File: config.mk
export PLATFORM = sky130hd
export DESIGN_NAME = updown_counter_flat
export DESIGN_NICKNAME = d
export VERILOG_FILES = /design/src/rtl/updown_counter_if.sv /design/src/rtl/updown_counter.sv /design/src/flat_wrapper.sv
export SDC_FILE = /design/constraint.sdc
export NUM_CORES = 1
export LEC_CHECK = 0
export CORE_UTILIZATION = 45
export DETAILED_ROUTE_END_ITERATION = 10
export DONT_BUFFER_PORTS = 1
export PLACE_DENSITY_LB_ADDON = 0.1
export RECOVER_POWER = 50
export REMOVE_ABC_BUFFERS = 1
export SLEW_MARGIN = 20
export SYNTH_ARGS = -nofsm -noshare
export SYNTH_HDL_FRONTEND = slang
export SYNTH_SLANG_ARGS = --single-unit
File: constraint.sdc
create_clock -name clk -period 3.7 [get_ports clk]
set_input_delay 0.37 -clock clk [delete_from_list [all_inputs] [get_ports clk]]
set_output_delay 0.37 -clock clk [all_outputs]
set_load 0.05 [all_outputs]
File: src/rtl/updown_counter_if.sv
// updown_counter_if -- control/status bundle of the up/down counter.
//   sclk     : divided clock from clock_divider, sampled as plain data
//   en, up   : count enable and direction (1 = up)
//   load     : synchronous load strobe, load_val is the value loaded
//   count    : current count
//   dir      : registered direction (holds its last value while disabled)
//   tc       : one-cycle terminal-count pulse
//   cnt_zero : count == 0 (combinational)
//   cnt_max  : count == all ones (combinational)
// master = the block driving the controls, slave = the counter.
interface updown_counter_if #(
  parameter int WIDTH = 4
);
  logic             sclk;
  logic             en;
  logic             up;
  logic             load;
  logic [WIDTH-1:0] load_val;
  logic [WIDTH-1:0] count;
  logic             dir;
  logic             tc;
  logic             cnt_zero;
  logic             cnt_max;

  modport master (
    output sclk, en, up, load, load_val,
    input  count, dir, tc, cnt_zero, cnt_max
  );

  modport slave (
    input  sclk, en, up, load, load_val,
    output count, dir, tc, cnt_zero, cnt_max
  );
endinterface

File: src/rtl/updown_counter.sv
// updown_counter -- up/down counter stepped once per rising edge of sclk.
// sclk is a slow level from the clock divider; it is synchronised and
// edge-detected on clk and never used as a clock.
// Ports:
//   clk   : system clock, rising edge
//   reset : synchronous, active-high
//   bus   : updown_counter_if.slave (sclk/en/up/load/load_val in,
//           count/dir/tc/cnt_zero/cnt_max out)
// Parameters:
//   WIDTH : counter width
//   WRAP  : 1 = wrap around at the bounds, 0 = saturate at the bounds
module updown_counter #(
  parameter int WIDTH = 4,
  parameter int WRAP  = 1
) (
  input  logic               clk,
  input  logic               reset,
  updown_counter_if.slave    bus
);

  typedef enum logic [1:0] {
    ST_HOLD = 2'd0,
    ST_UP   = 2'd1,
    ST_DOWN = 2'd2
  } state_t;

  logic             r_s1, r_s2, r_s3;
  state_t           r_state;
  logic             r_dir;
  logic             r_tc;
  logic [WIDTH-1:0] r_count;

  logic             w_tick;
  logic             w_at_max;
  logic             w_at_zero;

  // r_s1/r_s2 synchronise sclk; r_s3 is the delayed copy for edge detect.
  assign w_tick    = r_s2 & ~r_s3;
  assign w_at_max  = (r_count == {WIDTH{1'b1}});
  assign w_at_zero = (r_count == {WIDTH{1'b0}});

  always_ff @(posedge clk) begin
    if (reset) begin
      r_s1    <= 1'b0;
      r_s2    <= 1'b0;
      r_s3    <= 1'b0;
      r_state <= ST_HOLD;
      r_dir   <= 1'b1;
      r_tc    <= 1'b0;
      r_count <= '0;
    end else begin
      r_s1 <= bus.sclk;
      r_s2 <= r_s1;
      r_s3 <= r_s2;

      // Mode register follows en/up every cycle; the count below uses the
      // registered mode, so a mode change lags by one clk.
      if (!bus.en) begin
        r_state <= ST_HOLD;
      end else if (bus.up) begin
        r_state <= ST_UP;
        r_dir   <= 1'b1;
      end else begin
        r_state <= ST_DOWN;
        r_dir   <= 1'b0;
      end

      r_tc <= 1'b0;
      if (bus.load) begin
        // Load beats a coincident tick; that tick is dropped, not deferred.
        r_count <= bus.load_val;
      end else if (w_tick) begin
        case (r_state)
          ST_UP: begin
            r_tc <= w_at_max;
            if (!w_at_max || (WRAP != 0)) r_count <= r_count + WIDTH'(1);
          end
          ST_DOWN: begin
            r_tc <= w_at_zero;
            if (!w_at_zero || (WRAP != 0)) r_count <= r_count - WIDTH'(1);
          end
          default: ;
        endcase
      end
    end
  end

  assign bus.count    = r_count;
  assign bus.dir      = r_dir;
  assign bus.tc       = r_tc;
  assign bus.cnt_zero = w_at_zero;
  assign bus.cnt_max  = w_at_max;

endmodule

File: src/flat_wrapper.sv
// flat-port wrapper written by rule: the top's interface ports become plain ports
module updown_counter_flat 
#(
  parameter int WIDTH = 4,
  parameter int WRAP  = 1
)
  (clk, reset, bus_sclk, bus_en, bus_up, bus_load, bus_load_val, bus_count, bus_dir, bus_tc, bus_cnt_zero, bus_cnt_max);
  updown_counter_if #(.WIDTH(WIDTH)) bus_i ();
  input  logic clk;
  input  logic reset;
  input wire logic [$bits(bus_i.sclk)-1:0] bus_sclk;
  input wire logic [$bits(bus_i.en)-1:0] bus_en;
  input wire logic [$bits(bus_i.up)-1:0] bus_up;
  input wire logic [$bits(bus_i.load)-1:0] bus_load;
  input wire logic [$bits(bus_i.load_val)-1:0] bus_load_val;
  output wire logic [$bits(bus_i.count)-1:0] bus_count;
  output wire logic [$bits(bus_i.dir)-1:0] bus_dir;
  output wire logic [$bits(bus_i.tc)-1:0] bus_tc;
  output wire logic [$bits(bus_i.cnt_zero)-1:0] bus_cnt_zero;
  output wire logic [$bits(bus_i.cnt_max)-1:0] bus_cnt_max;
  assign bus_i.sclk = bus_sclk;
  assign bus_i.en = bus_en;
  assign bus_i.up = bus_up;
  assign bus_i.load = bus_load;
  assign bus_i.load_val = bus_load_val;
  assign bus_count = bus_i.count;
  assign bus_dir = bus_i.dir;
  assign bus_tc = bus_i.tc;
  assign bus_cnt_zero = bus_i.cnt_zero;
  assign bus_cnt_max = bus_i.cnt_max;
  updown_counter #(.WIDTH(WIDTH), .WRAP(WRAP)) u_core (.clk(clk), .reset(reset), .bus(bus_i));
endmodule
## Yosys cells after proc, flatten, opt, wreduce, memory -nomap -nowiden

Cells that the tools add are included.

| word-level totals | value |
|---|---|
| flip-flop bits (word level) | 11 |
| bits in writable memories | 0 |
| bits of input ports | 10 |
| latch bits | 0 |
| output and inout port bits | 8 |
| bits in read-only memories | 0 |
| word-level logic and storage cells | 28 |
| memories kept | 0 |

| operators by class | value |
|---|---|
| bitwise operators | 4 |
| $add $sub $neg | 2 |
| div/mod/pow operators | 0 |
| reductions and logical operators | 6 |
| $mul | 0 |
| magnitude comparators | 0 |
| equal/unequal tests | 3 |
| multiplexer cells | 6 |
| shifts and indexed selects | 0 |

Operators with widths:

| cell | count |
|---|---|
| 4-bit two-way mux | 2 |
| 4-bit one-hot mux with 2 select lines | 1 |
| 4-bit by 1-bit adder with 4-bit output (second input constant) | 1 |
| 4-bit equality test (second input constant) | 1 |
| 4-bit zero test | 1 |
| 4-bit by 1-bit subtractor with 4-bit output (second input constant) | 1 |
| 1-bit inverter | 3 |
| 3-bit nonzero test | 1 |
| 3-bit OR reduction | 1 |
| 2-bit by 1-bit equality test with 1-bit output (second input constant) | 1 |
| 2-bit equality test (second input constant) | 1 |
| 2-bit two-way mux | 1 |
| 1-bit one-hot mux with 2 select lines | 1 |
| 2-bit AND reduction | 1 |
| 2-bit nonzero test | 1 |
| 2-bit OR reduction | 1 |
| 1-bit bitwise AND | 1 |
| 1-bit two-way mux | 1 |

## Depth between registers and ports, before layout

Gate-level depths: netlist (run 1).

| depth | value |
|---|---|
| word-level depth | 4 |
| depth in mapped cells | 8 |
| gate-level depth less buffers | 8 |

## Worst setup path after synthesis (run 1)

OpenSTA, ideal clock, no wires.

| timing path | value |
|---|---|
| path type | flip-flop to flip-flop |
| start point | reg u_core.r_count[1] (netlist: u_core.bus.count[1]) |
| end point | reg u_core.r_tc (netlist: u_core.bus.tc) |
| data arrival time | 2.629 ns |
| data required time | 3.628 ns |
| period minus slack after synthesis | 2.700 ns |
| setup time | 0.072 ns |
| stages on the path, launching flop included | 5 |
| path buffers | 1 |
| path slack | 1.000 ns |
| cells stage by stage | dfxtp_1 buf_6 nor4_1 a22oi_1 nor2_1 |

| between the ends | value |
|---|---|
| word-level cells in the longest chain between the ends | 2 |
| elaborated cells on any way between the ends | 3 |
| classes of those cells | eq/ne: 1; mux: 1; reduce/logical: 1 |

Ends and longest elaborated chain:

| what | RTL line | source |
|---|---|---|
| start: declaration | updown_counter.sv:31 | `logic [WIDTH-1:0] r_count;` |
| start signal: assignment | updown_counter.sv:71 | `r_count <= bus.load_val;` |
| start signal: assignment | updown_counter.sv:76 | `if (!w_at_max \|\| (WRAP != 0)) r_count <= r_count + WIDTH'(1);` |
| start signal: assignment | updown_counter.sv:80 | `if (!w_at_zero \|\| (WRAP != 0)) r_count <= r_count - WIDTH'(1);` |
| 4-bit zero test | updown_counter.sv:40 | `assign w_at_zero = (r_count == {WIDTH{1'b0}});` |
| net bus_cnt_zero | flat_wrapper.sv:19 | `output wire logic [$bits(bus_i.cnt_zero)-1:0] bus_cnt_zero;` |
| 1-bit one-hot mux with 2 select lines | updown_counter.sv:73 | `case (r_state)` |
| end signal: assignment | updown_counter.sv:75 | `r_tc <= w_at_max;` |
| end signal: assignment | updown_counter.sv:79 | `r_tc <= w_at_zero;` |
| end: declaration | updown_counter.sv:30 | `logic r_tc;` |

The timed path passes the listed nets, and every way through them passes these cells.
A chain may end at the register's enable or synchronous reset.

## Final worst setup path (run 1)

| timing path | value |
|---|---|
| start point | reg u_core.r_count[1] (netlist: u_core.bus.count[1]) |
| end point | out bus_cnt_max |

| between the ends | value |
|---|---|
| word-level cells in the longest chain between the ends | 1 |

Ends and longest elaborated chain:

| what | RTL line | source |
|---|---|---|
| 4-bit equality test | updown_counter.sv:39 | `assign w_at_max = (r_count == {WIDTH{1'b1}});` |
| end: declaration | flat_wrapper.sv:20 | `output wire logic [$bits(bus_i.cnt_max)-1:0] bus_cnt_max;` |

No other way between the ends.

==> flow_metrics.py, run 1 <==
metrics = {
    "worst_setup_path": {
        "crit_chain": "and4_1",
        "crit_path_max_incr_delay_ps": 810,
        "critPathKind": "reg -> out",
        "critical_path.top_delay_family": "flip-flops",
        "r2r_setup_slack_ps": 1680,
        "crit_arrival_ps": 1720,
        "rr_endpoint": "u_core.bus.count[2]$_SDFFE_PP0P_",
        "start_kind": "register",
        "crit_buf_inv": 0,
        "timing.rr.start": "u_core.bus.count[1]$_SDFFE_PP0P_",
        "slowest_stage": "dfxtp_1",
        "r2r_cells": 6,
        "required_ps": 3330,
        "end_kind": "output port",
        "cp_max_fo": 9,
    },
    "logic_synthesis": {
        "synth_cells": 60,
        "ys_seq_area_share_pct": 37.5,
        "synth.top_cell.area_share_pct": 37.5,
        "yosys.cell_types.count": 29,
        "yosys-top-cells-area": "dfxtp_1 (38%), ha_1 (8.5%), a2111oi_4 (4.7%)",
        "yosysTopAreaCell": "dfxtp_1",
        "ys_warn_count": 0,
        "syn_area_um2": 587,
        "synth_seq_cells": 11,
        "avgSynthCellArea_um2": 9.78,
    },
    "route": {
        "wl_um": 997,
        "wl_per_cell_um": 12.9,
        "first_iter_violations": 4,
        "drt-vias-per-instance": 5.70,
        "antenna_left": 0,
        "via_count": 439,
        "firstDrtPassIters": 2,
        "drcViolationCount": 0,
    },
    "clock_network": {
        "clock_latency_ps": 270,
        "post_cts_buffers": 0,
        "cts_tree": "built",
        "cts_sinks": 11,
        "clockBufferDepth": 2,
        "htreeDepth": 1,
        "cts_resized": 0,
        "cts_buffers": 3,
        "path_clk_slew_ps": 70,
        "root_buffer": "clkbuf_4",
        "cts-hold-fix-buffers": 0,
    },
    "floorplan": {
        "start_util_pct": 50.8,
        "die_h_um": 38.1,
        "die_w_um": 38.1,
        "io_pins": 18,
        "die_area_mm2": 0.00145,
        "row_count": 12,
        "design.core.area_mm2": 0.00116,
    },
    "global_route": {
        "antenna_found_initial": 0,
        "grt_max_degree": 12,
        "grt_overflow": 0,
        "track_usage_pct": 18.7,
        "grt_pass1_wl_um": 1790,
        "grt_pass1_vias": 425,
    },
    "power_and_ir_drop": {
        "netSwitchingPower_w": 0.0000796,
        "p_int_w": 0.000180,
        "clkPwrFrac_pct": 32.1,
        "seq_power_share_pct": 56.3,
        "finalPower_w": 0.000259,
        "netSwitchingFraction_pct": 30.7,
        "p_leak_nw": 0.234,
        "ir_drop_mv": 0.263,
        "p_comb_share_pct": 11.7,
        "power_density_mw_per_mm2": 412,
    },
    "sta": {
        "rsz0062_at_grt": "no",
        "fmax_mhz": 478,
        "slew_headroom_pct": 50.0,
        "worstMarginPinSlew_ps": 748,
        "finalWorstSetupSlack_ps": 1610,
        "fin_crit_ps": 2090,
        "fin_crit_sh_pct": 56.5,
        "maxSlewViolCount": 0,
        "setup_viol": 0,
        "setup_tns_ps": 0,
        "hold_viol": 0,
        "final.setup_skew_ps": 6.20,
    },
    "cells_and_area": {
        "drive_gt1_share_pct": 11.1,
        "fillers": 108,
        "final_util_pct": 54.4,
        "layout_commonest_cell": "dfxtp_1",
        "final_cell_mix": "dfxtp_1 (11), inv_1 (5), nor2_1 (5), ha_1 (4)",
        "syn2layout_area_growth_pct": 7.25,
        "antenna_cells": 0,
        "final_nets": 78,
    },
    "place": {
        "gp_congestion": 0.755,
        "portBuffers": 0,
        "place_ws_ps": 1670,
        "hpwl_um": 777,
    },
    "min_path": {
        "holdCritPathClass": "in -> reg",
        "whs_path_depth": 1,
        "min_from": "bus_up",
        "holdPathEnd": "u_core.r_state[1]$_SDFF_PP0_",
    },
    "status": {
        "run_status": "finished, final reports clean",
    },
    "job": {
        "cap_violations": 0,
    },
}
-- registers in the layout (all words and copies together), names as in the netlist --
signal,flops
u_core.r_state,2
u_core.bus.dir,1
u_core.r_s2,1
u_core.bus.count,4
u_core.r_s3,1
u_core.r_s1,1
u_core.bus.tc,1
-- worst max-delay path by stage --
stage | startpoint | to | cells past startpoint
3_5_place_dp | u_core.bus.count[1]$_SDFFE_PP0P_ | u_core.bus.count[2]$_SDFFE_PP0P_ | 6
5_1_grt | u_core.bus.count[1]$_SDFFE_PP0P_ | u_core.bus.count[2]$_SDFFE_PP0P_ | 6
2_1_floorplan | u_core.bus.count[0]$_SDFFE_PP0P_ | u_core.bus.tc$_SDFF_PP0_ | 3
4_1_cts | u_core.bus.count[1]$_SDFFE_PP0P_ | bus_cnt_max | 1
3_3_place_gp | u_core.bus.count[1]$_SDFFE_PP0P_ | u_core.bus.count[2]$_SDFFE_PP0P_ | 6
6_report | u_core.bus.count[1]$_SDFFE_PP0P_ | bus_cnt_max | 1
-- stage by stage --
step	hold slack (ps)	cells	area, µm²
final	164	77	629
after global routing	151	77	629
after CTS	160	77	629
after detailed placement	429	73	603
after global placement	417	73	603
after floorplan	414	58	572
-- cell families after synthesis --
logic type               after synthesis  synth area share (%)
buffers and inverters                  7                  5.76
AO/OA/AOI/OAI                         12                  17.5
AND/OR/NAND/NOR                       23                  26.2
XOR/XNOR                               3                  4.48
adder cells (fa/ha/maj)                4                  8.53
flip-flops                            11                  37.5
-- synth_stat cells --
| master | instances |
|---|---|
| a2111oi_4 | 1 |
| o21ai_0 | 2 |
| a22oi_1 | 1 |
| nand3b_1 | 1 |
| nor4b_1 | 1 |
| buf_6 | 1 |
| and3b_1 | 1 |
| inv_1 | 5 |
| nand2_1 | 1 |
| nor2_1 | 5 |
| and4_1 | 2 |
| a211oi_1 | 2 |
| clkbuf_1 | 1 |
| a2111oi_0 | 1 |
| a311oi_1 | 1 |
| ha_1 | 4 |
| xnor2_1 | 2 |
| or4_1 | 1 |
| nand2b_1 | 3 |
| xor2_1 | 1 |
| dfxtp_1 | 11 |
| a21oi_1 | 2 |
| o211ai_1 | 1 |
| or3b_4 | 1 |
| nor2b_1 | 3 |
| o21a_1 | 1 |
| and4bb_1 | 1 |
| nor3b_1 | 1 |
| nor4_1 | 2 |
-- power groups by stage --
stage	sequential (W)	clock [W]	combinational (W)
final	0.000146	0.0000831	0.0000303
after global routing	0.000148	0.0000916	0.0000341
after floorplan	0.000146	0	0.0000249
after detailed placement	0.000149	0	0.0000305
after CTS	0.000146	0.0000848	0.0000307
after global placement	0.000148	0	0.0000299
-- cell type report --
| class | instances | area [µm²] | share of cell area, % |
|---|---|---|---|
| tap | 14 | 17.5 | 2.78 |
| inverter | 5 | 18.8 | 2.98 |
| clock buffer | 4 | 26.3 | 4.17 |
| sequential | 11 | 220 | 35.0 |
| timing repair buffer | 1 | 7.51 | 1.19 |
| multi-input combinational | 42 | 339 | 53.9 |
-- metal layers --
layer / part of all wire [%] / wire length, µm / GRT usage (%)
met5: 0 / 0 / 0
met4: 1.1 / 11 / 8.04
met3: 6.3 / 63 / 8.72
met2: 44 / 436 / 29.2
met1: 49 / 486 / 21.4
No activity file was read; power rests on OpenSTA's default activity.
==> run 2, diff against run 1 <==
ABC_AREA = 1   (was default)
CORE_AREA = 2 2 39 41   (was default)
CORE_UTILIZATION = default   (was 45)
DIE_AREA = 0 0 41 43   (was default)
clock period = 2.1 ns   (was 3.7 ns; I/O delays follow)
==> flow_metrics.py, run 2 <==
metrics = {
    "sta": {
        "fin_crit_sh_pct": 89.7,
        "rsz0062_at_grt": "no",
        "final.setup_skew_ps": 1.87,
        "fin_crit_ps": 1880,
        "setup_viol": 0,
        "whs_ps": 28.6,
        "maxSlewViolCount": 0,
        "hold_viol": 0,
        "slew_headroom_pct": 57.6,
        "fmax_mhz": 531,
        "worstMarginPinSlew_ps": 635,
    },
    "logic_synthesis": {
        "synth.top_cell.area_share_pct": 38.0,
        "synth_flop_cell": "dfxtp_1",
        "synth_edf_count": 0,
        "synth_seq_cells": 11,
        "yosys-top-cells-area": "dfxtp_1 (38%), nand2_1 (9.1%), ha_1 (8.6%)",
        "yosysMostFrequentCell": "nand2_1",
        "ys_seq_area_share_pct": 38.0,
        "ys_warn_count": 0,
        "syn_area_um2": 579,
        "yosys.cell_types.count": 21,
        "synth_cells": 79,
        "synthTopCellsByCount": "nand2_1 (14), inv_1 (12), dfxtp_1 (11), nor2_1 (11), nand3_1 (5)",
        "yosysTopAreaCell": "dfxtp_1",
        "async_reset_ff_share_pct": 0,
        "avgSynthCellArea_um2": 7.33,
    },
    "global_route": {
        "track_usage_pct": 16.5,
        "gr-usage-met1_pct": 19.3,
        "grtUsageMet2_pct": 24.4,
        "grt_pass1_wl_um": 1920,
        "antenna_found_initial": 0,
        "met3_usage_pct": 5.76,
        "grt_max_degree": 7,
        "top_usage_layer": "met2",
        "grt_overflow": 0,
        "grt_pass1_vias": 466,
    },
    "route": {
        "drcViolationCount": 0,
        "antenna_left": 0,
        "via_count": 513,
        "drt-vias-per-instance": 4.93,
        "firstDrtPassIters": 4,
        "first_iter_violations": 6,
        "wl_um": 1190,
        "wl_per_cell_um": 11.4,
    },
    "worst_setup_path": {
        "start_kind": "register",
        "crit_arrival_ps": 1670,
        "crit_path_max_incr_delay_ps": 730,
        "end_kind": "output port",
        "required_ps": 1890,
        "crit_chain": "inv_1 > nor3_2 > buf_4",
        "r2r_setup_slack_ps": 520,
        "critPathKind": "reg -> out",
        "cp_max_fo": 4,
        "slowest_stage": "dfxtp_1",
    },
    "power_and_ir_drop": {
        "power_density_mw_per_mm2": 685,
        "finalPower_w": 0.000466,
        "ir_drop_mv": 0.353,
        "p_leak_nw": 0.301,
    },
    "floorplan": {
        "io_pins": 18,
        "die_h_um": 43,
        "start_util_pct": 41.9,
        "row_count": 14,
        "design.core.area_mm2": 0.00138,
        "die_w_um": 41,
        "die_area_mm2": 0.00176,
    },
    "job": {
        "cap_violations": 0,
    },
    "cells_and_area": {
        "syn2layout_area_growth_pct": 17.3,
        "drive_gt1_share_pct": 19.3,
        "fillers": 150,
        "layout_commonest_cell": "nand2_1",
        "largest_reg_flops": 4,
        "final_cell_mix": "nand2_1 (14), inv_1 (12), nor2_1 (11), dfxtp_1 (11)",
        "antenna_cells": 0,
        "final_nets": 103,
    },
    "clock_network": {
        "root_buffer": "clkbuf_4",
        "cts_buffers": 3,
        "cts_sinks": 11,
        "post_cts_buffers": 0,
        "htreeDepth": 1,
        "clockBufferDepth": 2,
        "cts_tree": "built",
        "path_clk_slew_ps": 70,
        "clock_latency_ps": 260,
    },
    "min_path": {
        "holdCritPathClass": "in -> reg",
    },
    "place": {
        "gp_congestion": 0.814,
        "hpwl_um": 967,
        "portBuffers": 0,
    },
    "status": {
        "run_status": "finished, final reports clean",
    },
}
run 2: changes by cell type in the layout (fill, tap and decap cells not counted), moves of 3 or more:
cell / previous run / this run
nand3_1: 0 / 5
nor2b_1: 3 / 0
nor2_1: 5 / 11
inv_1: 5 / 12
nand2_1: 1 / 14
buf_4: 1 / 5
run 2: final cells by class:
type	instances	area [µm²]	share of cell area (%)
Clock buffer	4	26.3	3.87
Timing Repair Buffer	6	47.5	7.00
Tap cell	16	20.0	2.95
Sequential cell	11	220	32.4
Inverter	13	48.8	7.18
Multi-Input combinational cell	54	317	46.6
run 2: kinds of logic after synthesis:
family	after synthesis	share of synthesized area, %
buffers and inverters	14	9.29
adders and majority gates	4	8.64
and+or+nand+nor	38	30.9
DFF	11	38.0
xor gates and xnor gates	1	1.51
AOI/OAI and AO/OA	11	11.7
run 2: worst paths after layout:
kind	from	to	depth (start not counted)
setup / recovery	u_core.bus.count[3]$_SDFFE_PP0P_	bus_cnt_max	3
hold reg to reg	u_core.r_s1$_SDFF_PP0_	u_core.r_s2$_SDFF_PP0_	2
hold / removal	bus_up	u_core.r_state[1]$_SDFF_PP0_	1
setup reg to reg	u_core.r_state[0]$_SDFF_PP0_	u_core.bus.count[2]$_SDFFE_PP0P_	9
run 2: where the power goes:
| part | internal [W] | total (W) | switching, W |
|---|---|---|---|
| clock network | 0.0000735 | 0.000139 | 0.0000660 |
| logic | 0.0000303 | 0.0000921 | 0.0000617 |
| registers | 0.000219 | 0.000234 | 0.0000153 |
| total | 0.000323 | 0.000466 | 0.000143 |
run 2: critical path: cells and delay by family (launching register included):
| kind | cells | cell delay, ps |
|---|---|---|
| simple gates | 1 | 270 |
| buf+inv | 2 | 410 |
| flops | 1 | 730 |
run 2: metrics by stage:
stage                     std cells  area (µm²)  setup slack (ps)  utilization (%)  setup TNS, ps
after floorplan                  78         574              -427                -           -781
after global placement           99         643               505             46.5              0
after detailed placement         99         643               498             46.5              0
after CTS                       104         679               203             49.1              0
after global routing            104         679               125             49.1              0
final                           104         679               217             49.1              0
run 2: what timing repair did:
action / 4_1_cts / 5_1_grt
endpoints found under the hold margin: 5 / 0
gates resized for setup: 0 / 0
hold buffers: 1 / 0
run 2: metal layers:
metal,up-vias,wire (µm)
met5,-,0
met4,0,13
met3,2,72
met2,14,608
met1,227,494
li1,270,-
==> run 3, diff against run 2 <==
CORE_AREA = 3 3 40 42   (was 2 2 39 41)
DIE_AREA = 0 0 43 45   (was 0 0 41 43)
==> flow_metrics.py, run 3 (synthesis gave the netlist of run 2 again) <==
metrics = {
    "sta": {
        "slew_headroom_pct": 66.2,
        "fmax_mhz": 634,
        "worstMarginPinSlew_ps": 506,
        "finalWorstSetupSlack_ps": 523,
        "hold_viol": 0,
        "rsz0062_at_grt": "no",
        "fin_crit_sh_pct": 75.1,
        "setup_viol": 0,
        "final.setup_skew_ps": 8.00,
        "fin_crit_ps": 1580,
        "maxSlewViolCount": 0,
    },
    "route": {
        "first_iter_violations": 11,
        "wl_met2_um": 558,
        "wl_met3_um": 82,
        "wl_um": 1280,
        "via_count": 534,
        "wl_per_cell_um": 12.2,
        "firstDrtPassIters": 4,
        "routed.top_layer": "met3",
        "drt-met1-wl_um": 641,
        "antenna_left": 0,
        "drcViolationCount": 0,
        "drt-vias-per-instance": 5.09,
    },
    "power_and_ir_drop": {
        "clkPwrFrac_pct": 31.2,
        "netSwitchingPower_w": 0.000155,
        "finalPower_w": 0.000480,
        "seq_power_share_pct": 48.4,
        "ir_drop_mv": 0.333,
        "netSwitchingFraction_pct": 32.2,
        "p_leak_nw": 0.311,
        "p_int_w": 0.000325,
        "power_density_mw_per_mm2": 690,
        "p_comb_share_pct": 20.4,
    },
    "floorplan": {
        "design.core.area_mm2": 0.00128,
        "io_pins": 18,
        "start_util_pct": 45.1,
        "die_h_um": 45,
        "row_count": 13,
        "die_w_um": 43,
        "die_area_mm2": 0.00194,
    },
    "cells_and_area": {
        "drive_gt1_share_pct": 20.0,
        "final_cell_mix": "nand2_1 (14), inv_1 (12), nor2_1 (11), dfxtp_1 (11), buf_4 (6)",
        "final_nets": 105,
        "layout_commonest_cell": "nand2_1",
        "syn2layout_area_growth_pct": 20.1,
        "fillers": 118,
        "final_area_um2": 696,
        "antenna_cells": 0,
        "largest_reg_flops": 4,
        "final_util_pct": 54.1,
    },
    "clock_network": {
        "htreeDepth": 1,
        "clock_latency_ps": 270,
        "clockBufferDepth": 2,
        "cts_tree": "built",
        "path_clk_slew_ps": 80,
        "post_cts_buffers": 0,
        "cts_sinks": 11,
        "cts_buffers": 3,
        "root_buffer": "clkbuf_4",
        "cts_resized": 0,
    },
    "worst_setup_path": {
        "crit_arrival_ps": 1780,
        "cp_max_fo": 4,
        "start_kind": "register",
        "crit_buf_inv": 1,
        "end_kind": "register",
        "cpMostUsedCell": "ha_1",
        "required_ps": 2300,
        "critical_path.top_delay_family": "simple AND/OR/NAND/NOR gates",
        "crit_path_max_incr_delay_ps": 340,
        "crit_chain": "inv_1 > ha_1 > nor2_1 > nor2_4 > ha_1 > a21oi_1 > nand2b_1 > nand3_1 > a31oi_1",
        "slowest_stage": "dfxtp_1",
        "critPathKind": "reg -> reg",
    },
    "global_route": {
        "grt_overflow": 0,
        "grt_pass1_wl_um": 2130,
        "track_usage_pct": 14.9,
        "grt_max_degree": 7,
        "antenna_found_initial": 0,
        "grt_pass1_vias": 490,
    },
    "place": {
        "place_ws_ps": 530,
        "placed_area_um2": 649,
        "portBuffers": 0,
        "hpwl_um": 1000,
        "gp_congestion": 0.796,
    },
    "job": {
        "cap_violations": 0,
    },
    "status": {
        "run_status": "finished, final reports clean",
    },
    "min_path": {
        "holdCritPathClass": "in -> reg",
    },
}
==> run 3: cell type report <==
class	count	area, µm²	area share (%)
multi-input combinational	54	317	45.5
sequential	11	220	31.7
timing repair buffer	8	65.1	9.35
inverter	13	48.8	7.01
clock buffer	4	26.3	3.78
tap	15	18.8	2.70
==> run 3: metrics by stage <==
stage               instances  TNS [ps]  hold WS, ps
finish                    105         0         21.0
global route              105         0         10.1
CTS                       104         0         3.99
detailed placement         99         0          274
global placement           99         0          274
floorplan                  78      -781          272
==> run 3: worst paths after layout <==
| path | startpoint | end | slack [ps] | cells after the start |
|---|---|---|---|---|
| worst max-delay path | u_core.r_state[0]$_SDFF_PP0_ | u_core.bus.count[2]$_SDFFE_PP0P_ | 520 | 9 |
| worst max register to register | u_core.r_state[0]$_SDFF_PP0_ | u_core.bus.count[2]$_SDFFE_PP0P_ | 520 | 9 |
| worst min register to register | u_core.r_s1$_SDFF_PP0_ | u_core.r_s2$_SDFF_PP0_ | 400 | 2 |
| worst min-delay path | bus_up | u_core.r_state[1]$_SDFF_PP0_ | 20 | 1 |
==> run 3: metal layers <==
layer,global-route usage (%),vias up
met2,23.1,20
met5,0,-
met1,19.9,239
met3,2.79,0
met4,7.23,0
li1,-,275
==> run 3: worst reg2reg max path, stage by stage, from the launching register on <==
cell and delay, ps:
dfxtp_1 340, inv_1 60, ha_1 230, nor2_1 170
nor2_4 70, ha_1 180, a21oi_1 140, nand2b_1 130
nand3_1 70, a31oi_1 140
==> run 3: what timing repair did <==
action                                  4_1_cts  5_1_grt
endpoints found under the setup margin        0        0
hold buffers                                  1        1
endpoints found under the hold margin         4        1
==> run 3: power by group through the flow <==
| stage | clock network [W] | registers (W) | logic (W) |
|---|---|---|---|
| finish | 0.000150 | 0.000232 | 0.0000979 |
| global route | 0.000163 | 0.000233 | 0.000106 |
| CTS | 0.000152 | 0.000232 | 0.0000973 |
| detailed placement | 0 | 0.000237 | 0.0000940 |
| global placement | 0 | 0.000236 | 0.0000935 |
| floorplan | 0 | 0.000254 | 0.0000510 |
